$ cat src/rtl/pipe_stage_skid.sv
// pipe_stage_skid: elastic pipeline stage with registered in_ready, 2-entry skid buffer and perf counters
module pipe_stage_skid #(
  parameter int DATA_W = 32,
  parameter int CNT_W = 16,
  parameter int ZERO_BUBBLE = 1
) (
  input  logic              clk,
  input  logic              reset,
  input  logic              clear,
  input  logic              in_valid,
  output logic              in_ready,
  input  logic [DATA_W-1:0] in_data,
  output logic              out_valid,
  input  logic              out_ready,
  output logic [DATA_W-1:0] out_data,
  output logic [1:0]        occupancy,
  input  logic              perf_clr,
  output logic [CNT_W-1:0]  stall_cnt,
  output logic [CNT_W-1:0]  bubble_cnt
);
  typedef enum logic [1:0] {EMPTY, ONE, FULL} state_t;
  state_t state, state_nx;
  logic [DATA_W-1:0] main_q, skid_q, main_nx, skid_nx;
  logic acc, pop;
  assign acc = in_valid & in_ready;
  assign pop = out_valid & out_ready;
  assign out_valid = state != EMPTY;
  assign occupancy = state == FULL ? 2'd2 : state == ONE ? 2'd1 : 2'd0;
  assign out_data = (ZERO_BUBBLE != 0 && !out_valid) ? '0 : main_q;
  always_comb begin
    state_nx = state;
    main_nx = main_q;
    skid_nx = skid_q;
    case (state)
      EMPTY: if (acc) begin
        state_nx = ONE;
        main_nx = in_data;
      end
      ONE: if (acc && pop) main_nx = in_data;
        else if (acc) begin
          state_nx = FULL;
          skid_nx = in_data;
        end else if (pop) state_nx = EMPTY;
      FULL: if (pop) begin
        state_nx = ONE;
        main_nx = skid_q;
      end
      default: state_nx = EMPTY;
    endcase
    if (clear) begin
      state_nx = EMPTY;
      if (ZERO_BUBBLE != 0) begin
        main_nx = '0;
        skid_nx = '0;
      end
    end
  end
  always_ff @(posedge clk) begin
    if (reset) begin
      state <= EMPTY;
      main_q <= '0;
      skid_q <= '0;
      in_ready <= 1'b1;
    end else begin
      state <= state_nx;
      main_q <= main_nx;
      skid_q <= skid_nx;
      in_ready <= state_nx != FULL;
    end
  end
  // counters qualify on pre-edge handshake signals and saturate at all-ones
  always_ff @(posedge clk) begin
    if (reset || perf_clr) begin
      stall_cnt <= '0;
      bubble_cnt <= '0;
    end else begin
      if (out_valid && !out_ready && !(&stall_cnt)) stall_cnt <= stall_cnt + 1'b1;
      if (!out_valid && out_ready && !(&bubble_cnt)) bubble_cnt <= bubble_cnt + 1'b1;
    end
  end
endmodule

$ cat config.mk
export PLATFORM = sky130hd
export DESIGN_NAME = pipe_stage_skid
export DESIGN_NICKNAME = d
export VERILOG_FILES = /design/src/rtl/pipe_stage_skid.sv
export SDC_FILE = /design/constraint.sdc
export NUM_CORES = 1
export LEC_CHECK = 0
export CAP_MARGIN = 20
export CORE_MARGIN = 8
export CORE_UTILIZATION = 45
export DETAILED_ROUTE_END_ITERATION = 16
export HOLD_SLACK_MARGIN = 0.1
export PLACE_DENSITY = 0.84
export SETUP_SLACK_MARGIN = 0.05
export SLEW_MARGIN = 30
export SYNTH_ARGS = -nofsm -noshare
export SYNTH_HDL_FRONTEND = slang
export SYNTH_SLANG_ARGS = --single-unit
$ cat constraint.sdc
create_clock -name clk -period 2.2 [get_ports clk]
set_clock_uncertainty 0.1 [all_clocks]
set_input_delay 0.33 -clock clk [delete_from_list [all_inputs] [get_ports clk]]
set_output_delay 0.33 -clock clk [all_outputs]
set_load 0.02 [all_outputs]
==> out/metrics.cfg <==
[outcome]
status=finished, final reports clean

[synth]
syn_area_per_cell_sq_um=8.508
yosys-top-cells-count=dfxtp_1 (99), nand2_1 (84), nor2_1 (60)
seq_area_frac_synth_pct=44.89
synth_cell_types=45
synth_top_family_by_area=simple AND/OR/NAND/NOR gates
synth_top_area_share_pct=44.89
yosys-top-cells-area=dfxtp_1 (45%), mux2i_1 (7.5%), nand2_1 (7.1%)
ys_warn_count=0
synthArstFlopShare_pct=0
yosys.area.top_type=dfxtp_1
synth_edf_count=0
syn_nets=559
postSynthCellCount=519
synth_simple_gate_area_share_pct=26.04
synth_area_sq_um=4415
synth_compound_area_share_pct=13.71
synth_ff_type=dfxtp_1
synth-seq-cells=99
synthXorXnorAreaFrac_pct=3.967
yosysMostFrequentCell=dfxtp_1
synthMuxAreaShare_pct=7.481
synth_fa_ha_area_share_pct=0.5667

[place]
place_ws_ns=-0.01006
gp_congestion=0.8399
placed_cell_area_sq_um=5685
dp_hpwl_mm=8.388
dp_cells=743
io_buffers=105

[timing]
setup_viol=0
setup_slack_ns=0.1373
slew_violations=0
holdWs_ns=0.3571
tns_ns=0
tightest_slew_ns=0.6219
hold_violations=0
fmax_mhz=484.8
fin_crit_sh_pct=93.76
rsz0062_at_grt=no
slew_headroom_pct=58.54
period_minus_slack_ns=2.063

[drt]
vias=4057
vias_per_cell=5.289
wirelength_mm=12.11
met3_length_microns=633
drt_iter0_drc=189
highest_layer=met4
wl_per_cell_microns=15.79
post-route-drc-count=0
wl_met1_mm=5.159
ant_nets=0
first_pass_iters=6
met2RoutedLength_mm=6.141

[grt]
grt_pass1_vias=4020
grt_overflow=0
track_usage_pct=18.19
grt_max_degree=37
grt_antenna_before_repair=0
grt_pass1_wl_mm=19.49

[hold_path]
hold_path_end=skid_q[27]$_SDFFE_PP0P_
min_path_cells=2
hp-class=reg2reg
hold_path.startpoint=skid_q[27]$_SDFFE_PP0P_

[pwr]
power_leakage_nw=2.455
finalPower_mw=3.503
powerDensity_nw_per_um2=584.2
peakVddDrop_uv=330.8

[layout]
nets=670
synthToLayoutAreaGrowth_pct=35.79
drive_gt1_share_pct=9.464
fillers=856
seq_area_sq_um=1984
final_area_sq_um=5996
multi_input_area_sq_um=2344
diodes=0
fin_cells=767
fin_util_pct=62.20

[setup_path]
path_cells=nor2_4 > nor2b_1 > clkdlybuf4s50_1
cp.arrival_ns=1.63
cp.required_ns=1.77
cp_max_fo=7
worst-setup-path-type=reg2out
r2r_setup_slack_ns=0.17
reg2reg_from=bubble_cnt[0]$_SDFFE_PP0P_
slowest_stage=clkdlybuf4s50_1
r2r_end=bubble_cnt[15]$_SDFFE_PP0P_
worstSetupStartpoint=state[1]$_SDFF_PP0_
endpoint_kind=output port
start_kind=register
max_stage_delay_ns=0.61
reg2reg_depth=6

[clock_network]
cts_hold_buf=0
clkTransAtPathRegs_ns=0.09
cts_sinks=99
clk_latency_ns=0.36
root_buffer=clkbuf_8
cts_max_level=3
cts_tree=done
cts_buffers=9
clockBufferDepth=2

[flow_run]
maxCapViolations=0

[die]
io-pin-count=106
start_util_pct=45.81
die_area_sq_um=13240
dieHeight_microns=115.1
core_area_sq_um=9639
die_width_microns=115.1
num_rows=36

[worst max-delay path by stage]
stage | endpoint | slack, ns
detailed placement | out_data[4] | -0.01
global route | skid_q[9]$_SDFFE_PP0P_ | 0.08
CTS | bubble_cnt[13]$_SDFFE_PP0P_ | 0.05
finish | out_data[11] | 0.14
global placement | bubble_cnt[14]$_SDFFE_PP0P_ | 0.03
floorplan | bubble_cnt[15]$_SDFFE_PP0P_ | 0.17
[worst max-delay path, delay by kind of cell, from the launching register on]
| family | cells | cell delay [ns] |
|---|---|---|
| buf+inv | 1 | 0.61 |
| flops | 1 | 0.44 |
| simple gates | 2 | 0.22 |
[placed cells by master (no fill, tap or decap), drive strengths merged, types with 3 or more instances in the layout]
master         synthesis  routed
inv                    3       3
a21oi                 39      39
clkbuf                25      11
or3                    4       4
and3                   3       3
and4                   3       3
mux2i                 33      33
buf                    8      26
dlygate4sd2            0      29
nand2                 85      85
or2                    4       4
nand3                 14      14
nor4                   4       4
clkdlybuf4s50          0      74
a211oi                34      34
or4                    4       4
o21ai                  7       7
o211ai                 7       7
nor3                   3       3
nor2                  60      62
xnor2                  7       7
nand4                  7       7
dfxtp                 99      99
xor2                  13      13
nor2b                 36      36
[state kept, by name, summed over array words and instances, names as in the netlist]
register	count
in_ready	1
bubble_cnt	16
main_q	32
state	2
skid_q	32
stall_cnt	16
[cell families after synthesis]
family,count (synthesis)
and+or+nand+nor,235
DFF,99
AOI/OAI and AO/OA,94
buffers and inverters,36
muxes,33
xor gates and xnor gates,20
adders and majority gates,2
[repair_timing]
item,CTS,global route
setup endpoints to repair,35,8
resized for setup,33,4
cloned,2,0
pin swaps,3,1
setup buffers,6,1
[per-layer routing]
| metal | GRT usage, % | up-vias |
|---|---|---|
| met3 | 2.731 | 12 |
| met4 | 6.392 | 0 |
| met5 | 0 | - |
| met2 | 32.19 | 111 |
| met1 | 21.86 | 1916 |
| li1 | - | 2018 |
[report_power, final]
part / total [mW] / switching [mW] / leakage (nW) / internal [mW]
Sequential: 1.85 / 0.0229 / 0.803 / 1.83
Combinational: 0.357 / 0.187 / 1.54 / 0.169
Clock: 1.30 / 0.601 / 0.115 / 0.697
[cell type report]
type	count	area share (%)
tap	133	2.775
sequential	99	33.10
clock buffer	11	2.525
timing repair buffer	131	21.10
clock inverter	4	1.231
inverter	3	0.1878
multi-input combinational	386	39.09
No activity file was read; power rests on OpenSTA's default activity.
